### config.mk
export PLATFORM = sky130hd
export DESIGN_NAME = axis_query_framer
export DESIGN_NICKNAME = d
export VERILOG_FILES = /design/src/rtl/axis_query_framer.sv
export SDC_FILE = /design/constraint.sdc
export NUM_CORES = 1
export LEC_CHECK = 0
export CAP_MARGIN = 0
export CORE_ASPECT_RATIO = 1.4
export CORE_MARGIN = 2
export CORE_UTILIZATION = 54
export DETAILED_ROUTE_END_ITERATION = 6
export PLACE_DENSITY = 0.86
export REMOVE_ABC_BUFFERS = 1
export SYNTH_ARGS = -nofsm -noshare
export SYNTH_HDL_FRONTEND = slang
export SYNTH_SLANG_ARGS = --single-unit
### constraint.sdc
create_clock -name S_AXIS_clk -period 3.1 [get_ports S_AXIS_clk]
set_input_delay 0.775 -clock S_AXIS_clk [delete_from_list [all_inputs] [get_ports S_AXIS_clk]]
set_output_delay 0.775 -clock S_AXIS_clk [all_outputs]
set_load 0.02 [all_outputs]
### src/rtl/axis_query_framer.sv
// Frames signed raw samples into fixed-length AXI-Stream query packets (tuser on first beat, tlast on last).
// Optional saturation of each sample before sign-extension: define AXIS_QUERY_FRAMER_CLAMP_EN.
module axis_query_framer #(
  parameter int IN_WIDTH  = 16,
  parameter int OUT_WIDTH = 32,
  parameter int LEN_WIDTH = 16,
  parameter int CNT_WIDTH = 16,
  parameter int CLAMP_LO  = -2048,
  parameter int CLAMP_HI  = 2047
) (
  input  logic                 S_AXIS_clk,
  input  logic                 S_AXIS_rst,
  input  logic                 S_AXIS_tvalid,
  output logic                 S_AXIS_tready,
  input  logic [IN_WIDTH-1:0]  S_AXIS_tdata,
  output logic                 M_AXIS_tvalid,
  input  logic                 M_AXIS_tready,
  output logic [OUT_WIDTH-1:0] M_AXIS_tdata,
  output logic                 M_AXIS_tuser,
  output logic                 M_AXIS_tlast,
  input  logic                 start,
  input  logic                 abort,
  input  logic [LEN_WIDTH-1:0] query_len,
  output logic                 busy,
  output logic                 len_err,
  output logic [CNT_WIDTH-1:0] frame_count
);

  if (OUT_WIDTH < IN_WIDTH || CLAMP_LO > CLAMP_HI) begin : g_param_check
    $error("axis_query_framer: OUT_WIDTH must be >= IN_WIDTH and CLAMP_LO <= CLAMP_HI");
  end

  typedef enum logic [1:0] {IDLE, STREAM, DRAIN} state_t;

  typedef struct packed {
    logic                 valid;
    logic [OUT_WIDTH-1:0] data;
    logic                 user;
    logic                 last;
  } beat_t;

`ifdef AXIS_QUERY_FRAMER_CLAMP_EN
  localparam logic signed [IN_WIDTH-1:0] LO = IN_WIDTH'(CLAMP_LO);
  localparam logic signed [IN_WIDTH-1:0] HI = IN_WIDTH'(CLAMP_HI);

  function automatic logic signed [IN_WIDTH-1:0] shape(input logic signed [IN_WIDTH-1:0] s);
    if (s < LO) return LO;
    if (s > HI) return HI;
    return s;
  endfunction
`else
  function automatic logic signed [IN_WIDTH-1:0] shape(input logic signed [IN_WIDTH-1:0] s);
    return s;
  endfunction
`endif

  state_t               state, state_nx;
  beat_t                head, skid, head_nx, skid_nx, in_beat;
  logic [LEN_WIDTH-1:0] idx, idx_nx, len_q, len_nx;
  logic [CNT_WIDTH-1:0] count_q;
  logic                 tready_q, tready_nx, busy_q, busy_nx, len_err_q, len_err_nx;
  logic                 start_ok, in_acc, out_hs, last_idx, last_in, abort_hit;

  // ---------------- FSM: state register ----------------
  // NOTE: sequential state uses non-blocking assignments so every flop samples pre-edge values.
  always_ff @(posedge S_AXIS_clk or negedge S_AXIS_rst) begin
    if (!S_AXIS_rst) state <= IDLE;
    else             state <= state_nx;
  end

  // ---------------- FSM: next state ----------------
  // NOTE: each always_comb assigns a default first so no path can infer a latch.
  always_comb begin
    state_nx = state;
    unique case (state)
      IDLE:    if (start_ok)          state_nx = STREAM;
      STREAM:  if (last_in || abort)  state_nx = DRAIN;
      DRAIN:   if (!head.valid)       state_nx = IDLE;
      default:                        state_nx = IDLE;
    endcase
  end

  // ---------------- FSM: registered-output next values ----------------
  always_comb begin
    tready_nx  = (state_nx == STREAM) && !skid_nx.valid;
    busy_nx    = (state_nx != IDLE) || head_nx.valid;
    len_err_nx = (state == IDLE) && start && (query_len == '0);
  end

  // ---------------- Datapath: two-entry skid (head drives M_AXIS) ----------------
  always_comb begin
    start_ok  = (state == IDLE) && start && (query_len != '0);
    in_acc    = S_AXIS_tvalid && tready_q;
    out_hs    = head.valid && M_AXIS_tready;
    last_idx  = (idx == len_q - LEN_WIDTH'(1));
    last_in   = in_acc && last_idx;
    abort_hit = abort && (state == STREAM) && !last_in;

    in_beat = '{valid: 1'b1, data: OUT_WIDTH'(shape(S_AXIS_tdata)),
                user: (idx == '0), last: last_idx};

    head_nx = head;
    skid_nx = skid;
    if (out_hs) begin
      head_nx = skid;
      skid_nx = '0;
    end
    if (in_acc) begin
      if (!head_nx.valid) head_nx = in_beat;
      else                skid_nx = in_beat;
    end

    // A beat already on the bus and stalled must not change, so it gets a zero terminator behind it.
    if (abort_hit) begin
      if (skid_nx.valid)
        skid_nx.last = 1'b1;
      else if (head.valid && !out_hs)
        skid_nx = '{valid: 1'b1, data: '0, user: 1'b0, last: 1'b1};
      else if (head_nx.valid)
        head_nx.last = 1'b1;
      else
        head_nx = '{valid: 1'b1, data: '0, user: (idx == '0), last: 1'b1};
    end

    idx_nx = idx;
    len_nx = len_q;
    if (start_ok) begin
      idx_nx = '0;
      len_nx = query_len;
    end else if (in_acc) begin
      idx_nx = idx + LEN_WIDTH'(1);
    end
  end

  // NOTE: buffer entries are reset too, since every output must read 0 out of reset.
  always_ff @(posedge S_AXIS_clk or negedge S_AXIS_rst) begin
    if (!S_AXIS_rst) begin
      head      <= '0;
      skid      <= '0;
      idx       <= '0;
      len_q     <= '0;
      tready_q  <= 1'b0;
      busy_q    <= 1'b0;
      len_err_q <= 1'b0;
      count_q   <= '0;
    end else begin
      head      <= head_nx;
      skid      <= skid_nx;
      idx       <= idx_nx;
      len_q     <= len_nx;
      tready_q  <= tready_nx;
      busy_q    <= busy_nx;
      len_err_q <= len_err_nx;
      if (out_hs && head.last) count_q <= count_q + CNT_WIDTH'(1);
    end
  end

  assign S_AXIS_tready = tready_q;
  assign M_AXIS_tvalid = head.valid;
  assign M_AXIS_tdata  = head.data;
  assign M_AXIS_tuser  = head.user;
  assign M_AXIS_tlast  = head.last;
  assign busy          = busy_q;
  assign len_err       = len_err_q;
  assign frame_count   = count_q;

endmodule

==> key figures <==
STA
  • Setup WS post-layout: 540 ps
  • Slew margin rel.: 0.304
  • Period minus WS final: 2560 ps
  • Clock Skew: 4.93 ps
  • WHS: 394 ps
  • Final Cycle Share: 0.826
  • Worst Max-Slew Pin Slew: 1040 ps
  • Final Setup Violations: 0
  • RSZ-0062 raised after global routing: no
  • Achievable clock frequency: 0.391 GHz
  • Max-slew violations: 0
  • Final hold vios: 0

Route
  • Residual DRC count: 0
  • First-pass DRT Iterations: 5
  • Vias: 5067
  • WL met1: 5290 um
  • Routed Antenna Nets: 0
  • Highest Signal Layer: met4
  • Routed WL per cell: 15.6 um
  • DRT Wirelength: 14000 um
  • Drt via density: 5.68
  • Routed wire length on met2: 7640 um
  • DR iter-0 viols: 285
  • Metal3 WL: 715 um

Run
  • MaxCap Viol Count: 0

Die
  • IO Count: 92
  • Core ar.: 10500 um2
  • Die width: 91.9 um
  • Die height: 127 um
  • DIE AREA: 11700 um2
  • Initial core utilization: 0.558
  • Row cnt: 44

Yosys
  • Syn_area_per_cell: 8.95 um2
  • Cell variety after synth: 49
  • Top-count cell post-synth: nand2_1
  • Seq/Total Area, Yosys: 0.527
  • Synth Instances: 652
  • Asr flop ratio synth: 1.00
  • Seq cells post-synth: 123
  • Ys Warns: 0
  • Post-Syn Area: 5840 um2
  • Dominant cells by area after synthesis: dfrtp_1 (53%), nand2_1 (11%), nand3_1 (3.9%), a21oi_1 (3.7%), xnor2_1 (3.6%)
  • Top_reg_cell synth: dfrtp_1
  • Top cell type's share of synthesized area: 0.527
  • Top cell type by total area after synthesis: dfrtp_1
  • Commonest cells post-synth: nand2_1 (175), dfrtp_1 (123), nor2_1 (49), nand3_1 (46), a21oi_1 (43)
  • Post-synth EDFFs: 0

Critical path
  • Crit path kind: flip-flop to flip-flop
  • Crit. End Element: flip-flop
  • CP Max Fanout: 7
  • CP arrival: 2840 ps
  • Critical Path RT: 3380 ps
  • CP Launch Type: flip-flop

Layout
  • Multi-input gate area: 2620 um2
  • Layout cells sized above 1: 0.0756
  • Flip-flop and latch area: 3080 um2
  • Finished Cell Area: 7510 um2
  • Filler Cells Inserted: 727
  • Area Overhead vs Synth: 28.7%
  • Final Net Count: 783
  • Core Util, Final: 0.718
  • Ant diodes: 0

Power and ir drop
  • Power per cell area: 946 nW/um2
  • LEAKAGE: 3.38 nW
  • VDD IR-drop max: 0.599 mV

Global route
  • First-pass GRT wire length: 23700 um
  • Pin count of the biggest net entering global routing: 51
  • GR Overflow Total: 0
  • Initial antenna violation count: 0
  • Gr usage total: 0.253
  • Vias in the first global route: 5140

CTS
  • CTS sink cnt: 123
  • Latest clock arrival within the worst-skew pair: 410 ps
  • Root Buffer: clkbuf_16
  • TritonCTS clock tree: done
  • CTS Hold Buffers Added: 0
  • Reg clk slew, reported paths: 50 ps
  • CTS H-Tree Depth: 4
  • Maximum clock path buffer count: 2
  • Post_cts resized: 0
  • Number of buffers created by CTS: 17
  • Postcts setup bufs: 0

Hold path
  • Class of the worst hold path: primary input to asynchronous set/reset pin

Place
  • Number of I/O port buffers: 91
  • Cell Area, Placed: 6920 um2
  • Post-Place Setup Slack: 221 ps
  • RePlAce Congestion: 0.841
  • Dpl hpwl: 9470 um

Run status
  • Outcome: completed
[metrics by stage]
stage                     cells  power, mW  setup TNS [ps]
after global placement      860       4.98               0
after detailed placement    860       5.11               0
after global routing        892       7.54               0
final                       892       7.11               0
after floorplan             617       4.06          -20150
after CTS                   892       7.12               0
[final timing paths]
kind	startpoint	endpoint	slack (ps)	cells past startpoint
min in group S_AXIS_clk	frame_count[15]$_DFFE_PN0P_	frame_count[15]$_DFFE_PN0P_	490	1
max in group asynchronous	S_AXIS_rst	M_AXIS_tdata[12]$_DFF_PN0_	1930	2
min reg2reg	frame_count[15]$_DFFE_PN0P_	frame_count[15]$_DFFE_PN0P_	490	1
min	S_AXIS_rst	frame_count[14]$_DFFE_PN0P_	390	1
max reg2reg	len_q[3]$_DFFE_PN0P_	busy$_DFF_PN0_	540	6
max	len_q[3]$_DFFE_PN0P_	busy$_DFF_PN0_	540	6
[sequential cells by signal, indices dropped and copies added, names as in the netlist]
signal and count:
S_AXIS_tready 1, idx 16, M_AXIS_tuser 1, len_q 16
len_err 1, skid 35, M_AXIS_tlast 1, busy 1
frame_count 16, state 2, M_AXIS_tvalid 1, M_AXIS_tdata 32
[worst max-delay path: stages (launching register included)]
cell and delay, ps:
dfrtp_1 450, or4_4 630, or3_4 370, o31ai_1 280, nand4_1 280, nor3_2 300, o21ai_0 130
[placed cells by master (no fill, tap or decap), types with 3 or more instances in the layout]
cell type	count
clkbuf_16	17
or3_1	4
a31oi_1	19
nor3_1	5
dfrtp_1	123
or4_1	3
and3_1	8
a21oi_1	43
clkinvlp_4	5
ha_1	4
clkinv_2	4
and2_1	4
buf_4	14
nand2_1	175
inv_1	6
mux2i_1	4
nand3_1	46
nand4_1	8
bufinv_16	3
xnor2_1	24
clkdlybuf4s50_1	90
nand2b_1	3
nor2_1	49
nor2b_1	4
o21ai_0	24
xor2_1	24
nor4_1	6
[layout make-up]
cell class | instances | share of cell area
clock buffers | 20 | 0.0595
well taps | 138 | 0.0230
inverters | 6 | 0.00300
multi-input cells | 488 | 0.348
repair buffers | 105 | 0.137
clock inverters | 12 | 0.0197
flip-flops and latches | 123 | 0.410
[cells by family (layout without fill, tap and decap cells)]
group | Yosys count | in the layout | synth area share
mux | 5 | 5 | 0.00879
fa+ha+maj | 4 | 4 | 0.00858
simple gates | 332 | 332 | 0.261
xor+xnor | 48 | 48 | 0.0720
compound gates | 99 | 99 | 0.0954
buf+inv | 41 | 143 | 0.0268
flops | 123 | 123 | 0.527
[report_power, final]
group,switching (mW),internal (mW),leakage (nW)
registers,0.438,2.11,1.62
clock network,0.687,1.28,0.278
logic,1.48,1.11,1.48
total,2.61,4.50,3.38
[metal layers]
| layer | GRT usage | vias to the layer above |
|---|---|---|
| li1 | - | 2399 |
| met1 | 0.280 | 2458 |
| met2 | 0.468 | 183 |
| met3 | 0.0601 | 27 |
| met4 | 0.0983 | 0 |
| met5 | 0 | - |
(Power assumes the default switching activity.)
